<file path="config.mk">
export PLATFORM = sky130hd
export DESIGN_NAME = serial_send_mlane
export DESIGN_NICKNAME = d
export VERILOG_FILES = /design/src/rtl/serial_send_pkg.sv /design/src/rtl/serial_send_prbs.sv /design/src/rtl/serial_send_mlane.sv
export SDC_FILE = /design/constraint.sdc
export NUM_CORES = 1
export LEC_CHECK = 0
export BUFFER_PORTS_ARGS = -buffer_cell sky130_fd_sc_hd__buf_2
export CELL_PAD_IN_SITES_DETAIL_PLACEMENT = 0
export CELL_PAD_IN_SITES_GLOBAL_PLACEMENT = 1
export CORE_ASPECT_RATIO = 1.2
export CORE_MARGIN = 10
export CORE_UTILIZATION = 37
export DETAILED_ROUTE_END_ITERATION = 12
export PLACE_DENSITY_LB_ADDON = 0.1
export SYNTH_ARGS = -nofsm -noshare
export SYNTH_HDL_FRONTEND = slang
export SYNTH_SLANG_ARGS = --single-unit
</file>
<file path="constraint.sdc">
create_clock -name CLK -period 1.7 [get_ports CLK]
set_input_delay 0.085 -clock CLK [delete_from_list [all_inputs] [get_ports CLK]]
set_output_delay 0.085 -clock CLK [all_outputs]
set_load 0.01 [all_outputs]
</file>
<file path="src/rtl/serial_send_pkg.sv">
// Shared state encoding and PRBS-7 word generation for the multi-lane serial sender.
package serial_send_pkg;

    typedef enum logic {IDLE, SEND} state_t;

    // Polynomial x^7 + x^6 + 1: feedback is bit6 ^ bit5.
    localparam logic [6:0] PRBS7_TAPS = 7'b110_0000;
    localparam logic [6:0] PRBS7_SEED = 7'h7F;
    localparam int         PRBS_MAX_W = 256;

    typedef struct packed {
        logic [PRBS_MAX_W-1:0] word;
        logic [6:0]            seed;
    } prbs7_res_t;

    // Generated bits land MSB first in the low nbits of the returned word.
    function automatic prbs7_res_t prbs7_next(input logic [6:0] seed, input int nbits);
        prbs7_res_t res;
        logic [6:0] s;
        logic       b;
        s        = seed;
        b        = 1'b0;
        res.word = '0;
        for (int i = 0; i < PRBS_MAX_W; i++) begin
            if (i < nbits) begin
                b        = ^(s & PRBS7_TAPS);
                s        = {s[5:0], b};
                res.word = {res.word[PRBS_MAX_W-2:0], b};
            end
        end
        res.seed = s;
        return res;
    endfunction

endpackage

</file>
<file path="src/rtl/serial_send_prbs.sv">
// PRBS-7 word source; the seed steps WORD_W bits on each advance strobe.
module serial_send_prbs
    import serial_send_pkg::*;
#(
    parameter int WORD_W = 64
) (
    input  logic              CLK,
    input  logic              RSTX,
    input  logic              advance,
    output logic [WORD_W-1:0] word
);

    prbs7_res_t nxt;
    logic [6:0] seed;

    always_comb nxt = prbs7_next(seed, WORD_W);

    assign word = nxt.word[WORD_W-1:0];

    always_ff @(posedge CLK or negedge RSTX) begin
        if (!RSTX) begin
            seed <= PRBS7_SEED;
        end else if (advance) begin
            seed <= nxt.seed;
        end
    end

endmodule

</file>
<file path="src/rtl/serial_send_mlane.sv">
// Multi-lane word-to-DDR-pair serialiser with idle fill and underrun counting.
// Optional PRBS-7 word source is compiled in with SERIAL_SEND_PRBS_EN.
//
//   state | meaning
//   IDLE  | no word in flight, lanes drive IDLE_PAT, ready for a word
//   SEND  | shifting a word out, beat counts 0..N-1
module serial_send_mlane
    import serial_send_pkg::*;
#(
    parameter int         WORD_W   = 64,
    parameter int         LANES    = 2,
    parameter logic [1:0] IDLE_PAT = 2'b10,
    parameter int         CNT_W    = 16
) (
    input  logic              CLK,
    input  logic              RSTX,
    input  logic [WORD_W-1:0] DIN,
    input  logic              DIN_VLD,
    output logic              DIN_RDY,
    output logic [LANES-1:0]  DOUT_D0,
    output logic [LANES-1:0]  DOUT_D1,
    output logic              FRM,
    input  logic              CNT_CLR,
`ifdef SERIAL_SEND_PRBS_EN
    input  logic              PRBS_MODE,
`endif
    output logic [CNT_W-1:0]  UNDERRUN_CNT
);

    localparam int            LW   = WORD_W / LANES;
    localparam int            N    = LW / 2;
    localparam int            BW   = (N > 1) ? $clog2(N) : 1;
    localparam logic [BW-1:0] LAST = BW'(N - 1);

    state_t            state, state_nx;
    logic [BW-1:0]     beat, beat_nx;
    logic [LW-1:0]     shift    [LANES];
    logic [LW-1:0]     shift_nx [LANES];
    logic [LANES-1:0]  d0_nx, d1_nx;
    logic              frm_nx;
    logic              en;
    logic              boundary, load, underrun;
    logic [WORD_W-1:0] src_word;

    assign boundary = (state == IDLE) || (beat == LAST);

`ifdef SERIAL_SEND_PRBS_EN
    logic [WORD_W-1:0] prbs_word;
    logic              prbs_load;

    // The PRBS source only takes over at a word boundary, so a word is never split.
    assign prbs_load = en && boundary && PRBS_MODE;
    assign DIN_RDY   = en && boundary && !PRBS_MODE;
    assign load      = (DIN_VLD && DIN_RDY) || prbs_load;
    assign src_word  = PRBS_MODE ? prbs_word : DIN;

    serial_send_prbs #(.WORD_W(WORD_W)) u_prbs (
        .CLK     (CLK),
        .RSTX    (RSTX),
        .advance (prbs_load),
        .word    (prbs_word)
    );
`else
    assign DIN_RDY  = en && boundary;
    assign load     = DIN_VLD && DIN_RDY;
    assign src_word = DIN;
`endif

    assign underrun = (state == SEND) && (beat == LAST) && !load;

    always_comb begin
        state_nx = state;
        beat_nx  = beat;
        frm_nx   = 1'b0;
        d0_nx    = {LANES{IDLE_PAT[1]}};
        d1_nx    = {LANES{IDLE_PAT[0]}};
        for (int k = 0; k < LANES; k++) begin
            shift_nx[k] = shift[k];
        end

        if (load) begin
            // First beat goes straight from the source word to the outputs.
            state_nx = SEND;
            beat_nx  = '0;
            frm_nx   = 1'b1;
            for (int k = 0; k < LANES; k++) begin
                d0_nx[k]    = src_word[WORD_W-1-k*LW];
                d1_nx[k]    = src_word[WORD_W-2-k*LW];
                shift_nx[k] = src_word[WORD_W-1-k*LW -: LW] << 2;
            end
        end else if ((state == SEND) && (beat != LAST)) begin
            beat_nx = beat + BW'(1);
            for (int k = 0; k < LANES; k++) begin
                d0_nx[k]    = shift[k][LW-1];
                d1_nx[k]    = shift[k][LW-2];
                shift_nx[k] = shift[k] << 2;
            end
        end else begin
            state_nx = IDLE;
            beat_nx  = '0;
        end
    end

    always_ff @(posedge CLK or negedge RSTX) begin
        if (!RSTX) begin
            en           <= 1'b0;
            state        <= IDLE;
            beat         <= '0;
            DOUT_D0      <= '0;
            DOUT_D1      <= '0;
            FRM          <= 1'b0;
            UNDERRUN_CNT <= '0;
            for (int k = 0; k < LANES; k++) begin
                shift[k] <= '0;
            end
        end else begin
            en      <= 1'b1;
            state   <= state_nx;
            beat    <= beat_nx;
            DOUT_D0 <= d0_nx;
            DOUT_D1 <= d1_nx;
            FRM     <= frm_nx;
            for (int k = 0; k < LANES; k++) begin
                shift[k] <= shift_nx[k];
            end
            if (CNT_CLR) begin
                UNDERRUN_CNT <= '0;
            end else if (underrun && (UNDERRUN_CNT != '1)) begin
                UNDERRUN_CNT <= UNDERRUN_CNT + CNT_W'(1);
            end
        end
    end

endmodule
</file>
After elaboration in Yosys (flattened, before gate mapping)
Index checks and enable logic that the tools add are counted.

Add/subtract/negate cells: 2. $mul: 0. Divide/modulo/power cells: 0. $lt $le $gt $ge: 0. Eq/ne operators: 4. Shifts and indexed selects: 0. Multiplexer cells: 13. Bitwise gates (word level): 1. Reductions and logical operators: 10.

Operator list (count): 64-bit 2-to-1 mux (2); 16-bit 2-to-1 mux (2); 16-bit by 1-bit adder with 16-bit output, second input constant (1); 16-bit != test, second input constant (1); 2-bit 2-to-1 mux (4); 4-bit 2-to-1 mux (2); 1-bit logical AND (6); 4-bit by 1-bit adder with 4-bit output, second input constant (1); 4-bit == test, second input constant (1); 4-bit != test, second input constant (1); 2-bit nonzero test (2); 1-bit 2-to-1 mux (3); 2-bit != test, second input constant (1); 1-bit logical NOT (1); 1-bit logical OR (1); 1-bit NOT (1).

Register bits after elaboration: 91. Latch bits: 0. Bits in writable memories: 0. Memory bits (read-only): 0. Bits of input ports: 68. Output and inout port bits: 22. Logic and storage cells: 39. Memories kept: 0.

Depth between registers and ports, before layout
Depth after elaboration: 9. Mapped depth: 9. Depth with buffers taken out: 7.

Worst setup path before layout
OpenSTA, ideal clock, no wires.

Path kind: reg-to-reg. Start point: register UNDERRUN_CNT[0]. End point: register UNDERRUN_CNT[0]. Library setup time: 0.125 ns. Arrival time: 1.700 ns. Required time: 1.575 ns. Path slack: -0.125 ns. Stages on the path, launching flop included: 6. Path buffers: 0. Period minus slack after synthesis: 1.825 ns. Cells stage by stage: dfrtp_1 > ha_1 > and4_1 > and4bb_2 > nor2_1 > mux2_2.

Longest elaborated chain between the ends: 3. Elaborated cells on any way between the ends: 6. Those cells by class: add/sub (1); eq/ne (1); mux (2); reduce/logical (2).

Ends and longest elaborated chain: start, declared (RTL line serial_send_mlane.sv:27) `output logic [CNT_W-1:0] UNDERRUN_CNT`; start signal, assigned (RTL line serial_send_mlane.sv:129) `UNDERRUN_CNT <= UNDERRUN_CNT + CNT_W'(1);`; 16-bit by 1-bit adder with 16-bit output / 16-bit != test (equally long branches) (RTL line serial_send_mlane.sv:129, serial_send_mlane.sv:128); 16-bit 2-to-1 mux / 1-bit logical AND (equally long branches) (RTL line serial_send_mlane.sv:128) `end else if (underrun && (UNDERRUN_CNT != '1)) begin`; 16-bit 2-to-1 mux / 2-bit nonzero test (equally long branches).

Parallel ways exist; a longest one is shown, timed or not. The select of a mux whose other input is x is not followed. A chain may end at the register's enable or synchronous reset.

Worst setup path in the final report
Start point: register beat[1]. End point: register UNDERRUN_CNT[11].

Longest elaborated chain between the ends: 8. Elaborated cells on any way between the ends: 9. Those cells by class: eq/ne (1); reduce/logical (8).

Ends and longest elaborated chain: start, declared (RTL line serial_send_mlane.sv:36) `logic [BW-1:0] beat, beat_nx;`; start signal, assigned (RTL line serial_send_mlane.sv:119) `beat <= beat_nx;`; 4-bit == test (*) (RTL line serial_send_mlane.sv:45, serial_send_mlane.sv:69); 1-bit logical OR (RTL line serial_send_mlane.sv:45) `assign boundary = (state == IDLE) || (beat == LAST);`; 1-bit logical AND (RTL line serial_send_mlane.sv:64) `assign DIN_RDY = en && boundary;`; 1-bit logical AND (RTL line serial_send_mlane.sv:65) `assign load = DIN_VLD && DIN_RDY;`; 1-bit logical NOT (RTL line serial_send_mlane.sv:69) `assign underrun = (state == SEND) && (beat == LAST) && !load;`; 1-bit logical AND (*) (RTL line serial_send_mlane.sv:69); 1-bit logical AND (*) (RTL line serial_send_mlane.sv:128); 2-bit nonzero test (no source line) (*).

Mark *: on every way between the ends. The rest lies on a longest branch, timed or not.

==> flow_results.org <==
** Status
- Result of the run :: finished, final reports clean

** Final layout
- Fin nets :: 643
- Commonest non-fill, non-tap cell in the layout :: sky130_fd_sc_hd__buf_2
- Commonest cells after routing, fill and taps aside :: sky130_fd_sc_hd__buf_2 (87), sky130_fd_sc_hd__dfrtp_1 (86), sky130_fd_sc_hd__inv_1 (60)
- Cells with a size suffix above 1 make up 32.0% of the layout.
- From synthesis to final layout, the design area changed by 50.1%.
- 0 antenna diodes ended up in the layout.
- The finished cells cover 5950 µm².

** Placement
- In this run the cell area measured after placement is 4820 µm².
- Routability-driven placement finished with a final weighted congestion of 0.761.
- DP Worst Slack :: -23.8 ps
- PortBufs :: 89
- After legalization and detailed placement, the total HPWL measured 7500 µm.

** Logic synthesis
- Synthesis inferred 87 register bits.
- Share of synthesized flip-flops with an asynchronous set or reset :: 100%
- For this run, the register share of the synthesized area comes to 54.9%.
- For this run, the leading register cell type out of synthesis is sky130_fd_sc_hd__dfrtp_1.
- The average instance in the mapped netlist occupies 9.91 µm².
- Yosys mapped a number of flops with a built-in enable equal to 0.
- Post-Synthesis Cells :: 400
- The mapped netlist covers 3970 µm².
- Netlist cell types :: 40
- The Yosys step of the flow raised 0 warnings.
- The number of nets handed over by synthesis was 470.

** STA
- The final hold violation count was 0.
- Crit path time final :: 1690 ps
- Max-slew violations :: 0
- # setup viols final :: 0
- Of the available clock period, the critical path in the final layout requires 99.7%.
- Clock skew on the completed layout was measured at 4.15 ps.
- Smallest setup slack after layout :: 5.02 ps
- Achievable frequency :: 590 MHz
- Setup repair after global routing could not meet its margin everywhere.

** Power and ir drop
- IR analysis of the VDD net gives a maximum drop of 748 µV.
- P per Cell Area :: 1270 nW/µm²
- Leakage power figure :: 2.70 nW

** Critical path
- Crit path max-delay family :: simple AND/OR/NAND/NOR gates
- WP data required :: 1960 ps
- Traced cell by cell, the critical path runs through ha_2, and3_4, nand4_4, or4_4, a21oi_2.
- The worst setup path is launched from a flop.
- Delay of the slowest cell on the worst path :: 560 ps
- The worst setup path is captured at a flop.
- Along the worst path, the maximum fanout reaches 7.
- Total buffers and inverters traversed by the critical path :: 0
- The worst setup path is of the flop to flop kind.
- For the worst setup path, the data arrival time is 1960 ps.
- The largest individual stage delay along the critical path comes from the cell sky130_fd_sc_hd__or4_4.

** GRT
- For this run the aggregate overflow at the end of global routing stands at 0.
- Pin count of the biggest net entering global routing :: 40
- Number of global-route vias before repair :: 3829
- First-pass GRT wire length :: 18700 µm
- Global routing used 15.0% of the available tracks across all layers.
- The initial antenna violation count is 1.

** Die
- Measured along the y axis, the die boundary spans 133 µm.
- Row Count :: 41
- 90 I/O pins were placed.
- The initial utilization of the core area, before any placement, comes to 37.7%.
- Core box area :: 10500 µm²
- The die is 115 µm wide.
- The floorplan step defined a die boundary enclosing 15300 µm².

** CTS
- Max clock buf depth :: 2
- Buffers inserted during clock tree synthesis total 9.
- # clock sinks :: 87
- Clock-pin slew was measured on the worst setup and hold paths at 60 ps.
- CTS tree :: yes
- Maximum level of the CTS H-tree :: 3
- Cell at the root of the clock tree :: sky130_fd_sc_hd__clkbuf_16
- The clock reaches the later pin of the worst-skew pair after 330 ps.

** Route
- Vias after detailed routing :: 3530
- After detailed routing, the number of vias per cell comes to 4.99.
- After detailed routing, the number of remaining DRC violations is 0.
- For this run, the detailed router's first-pass iteration total came to 5.
- The count of nets left with antenna violations once routing finished came out at 0.
- In the final routed layout, each cell accounts on average for 16.0 µm.
- For this block, the initial DRC count from the detailed router was 151.
- For this block, the routed nets add up to 11300 µm of wire.

** Run
- The tool flagged a number of max-cap violations equal to 0.

** Worst hold path
- Worst Hold Class :: input port to flop
## cell families after synthesis
logic type / Yosys count / share of synthesized area, %
muxes: 6 / 1.67
xor gates and xnor gates: 2 / 0.442
buffers and inverters: 85 / 8.33
other: 1 / 0.0946
AOI/OAI and AO/OA: 143 / 23.1
and+or+nand+nor: 74 / 10.9
adders and majority gates: 2 / 0.631
DFF: 87 / 54.9
## Yosys cell counts, types with 3 or more instances
master | instances | area, µm²
sky130_fd_sc_hd__dfrtp_1 | 87 | 2180
sky130_fd_sc_hd__o21ai_0 | 64 | 320
sky130_fd_sc_hd__inv_1 | 61 | 229
sky130_fd_sc_hd__a22oi_1 | 56 | 420
sky130_fd_sc_hd__nand2_1 | 21 | 78.8
sky130_fd_sc_hd__clkbuf_1 | 14 | 52.6
sky130_fd_sc_hd__nor2_1 | 9 | 33.8
sky130_fd_sc_hd__a21oi_1 | 8 | 40.0
sky130_fd_sc_hd__nand3_1 | 8 | 40.0
sky130_fd_sc_hd__buf_2 | 6 | 30.0
sky130_fd_sc_hd__and3_1 | 5 | 31.3
sky130_fd_sc_hd__mux2_2 | 5 | 56.3
sky130_fd_sc_hd__nor2b_1 | 5 | 31.3
sky130_fd_sc_hd__and2_1 | 4 | 25.0
sky130_fd_sc_hd__o31ai_1 | 4 | 30.0
sky130_fd_sc_hd__and4_1 | 3 | 26.3
sky130_fd_sc_hd__buf_1 | 3 | 11.3
sky130_fd_sc_hd__nor3_1 | 3 | 15.0
sky130_fd_sc_hd__nor4_1 | 3 | 18.8
sky130_fd_sc_hd__or3_1 | 3 | 18.8
sky130_fd_sc_hd__or4_1 | 3 | 22.5
## final timing paths
| check | start | endpoint | slack [ps] | depth (start not counted) |
|---|---|---|---|---|
| max | beat[1]$_DFF_PN0_ | UNDERRUN_CNT[11]$_DFFE_PN0P_ | 5 | 5 |
| min reg2reg | shift[17]$_DFFE_PN0P_ | shift[19]$_DFFE_PN0P_ | 510 | 2 |
| max reg2reg | beat[1]$_DFF_PN0_ | UNDERRUN_CNT[11]$_DFFE_PN0P_ | 5 | 5 |
| min in group asynchronous | RSTX | UNDERRUN_CNT[12]$_DFFE_PN0P_ | 220 | 2 |
| min | DIN[61] | shift[63]$_DFFE_PN0P_ | 2 | 3 |
| max in group asynchronous | RSTX | UNDERRUN_CNT[6]$_DFFE_PN0P_ | 880 | 3 |
## sequential cells by signal, indices dropped and copies added (netlist names)
register / flops
state: 1
shift: 60
UNDERRUN_CNT: 16
en: 1
DOUT_D1: 2
DOUT_D0: 2
beat: 4
FRM: 1
## tightest hold or removal path, cell delays in order
cell	delay, ps
sky130_fd_sc_hd__buf_2	90
sky130_fd_sc_hd__a22oi_1	50
sky130_fd_sc_hd__o21ai_0	70
## cell type report
cell class / count / area, µm²
clock buffers: 11 / 253
multi-input cells: 228 / 1590
well taps: 129 / 161
repair buffers: 186 / 1410
fillers: 948 / 4570
flip-flops and latches: 87 / 2180
inverters: 61 / 229
clock inverters: 5 / 128
## metrics by stage
| step | total power [W] | utilization [%] | TNS [ps] | hold WS, ps | std cells |
|---|---|---|---|---|---|
| after CTS | 0.00751 | 55.3 | 0 | 0.357 | 703 |
| after global placement | 0.00479 | 45.9 | 0 | 40.9 | 628 |
| final | 0.00756 | 56.6 | 0 | 2.36 | 707 |
| after floorplan | 0.00403 | - | -44.1 | -211 | 400 |
| after detailed placement | 0.00483 | 45.9 | -86.3 | 41.7 | 628 |
| after global routing | 0.00803 | 56.6 | -187 | 10.1 | 707 |
## metal layers
layer,vias up,part of all wire (%),GRT usage (%),wire length [µm]
li1,1745,-,-,-
met1,1700,44,18.3,4930
met2,72,51,25.2,5720
met3,11,4.7,4.00,531
met4,2,1.0,4.32,116
met5,-,0.15,0,17
## power by group
part           leakage (nW)  internal (W)  total [W]  switching (W)
sequential             1.17       0.00260    0.00289       0.000291
combinational          1.35       0.00104    0.00219        0.00115
clock                 0.182       0.00167    0.00248       0.000811
## repair_timing
item | 4_1_cts | 5_1_grt
setup buffers | 3 | 4
endpoints found under the hold margin | 79 | 0
pin swaps | 1 | 6
hold buffers | 56 | 0
setup endpoints to repair | 12 | 45
gates cloned | 0 | 0
gates resized for setup | 7 | 37
Power figures use the tool's default switching activity.
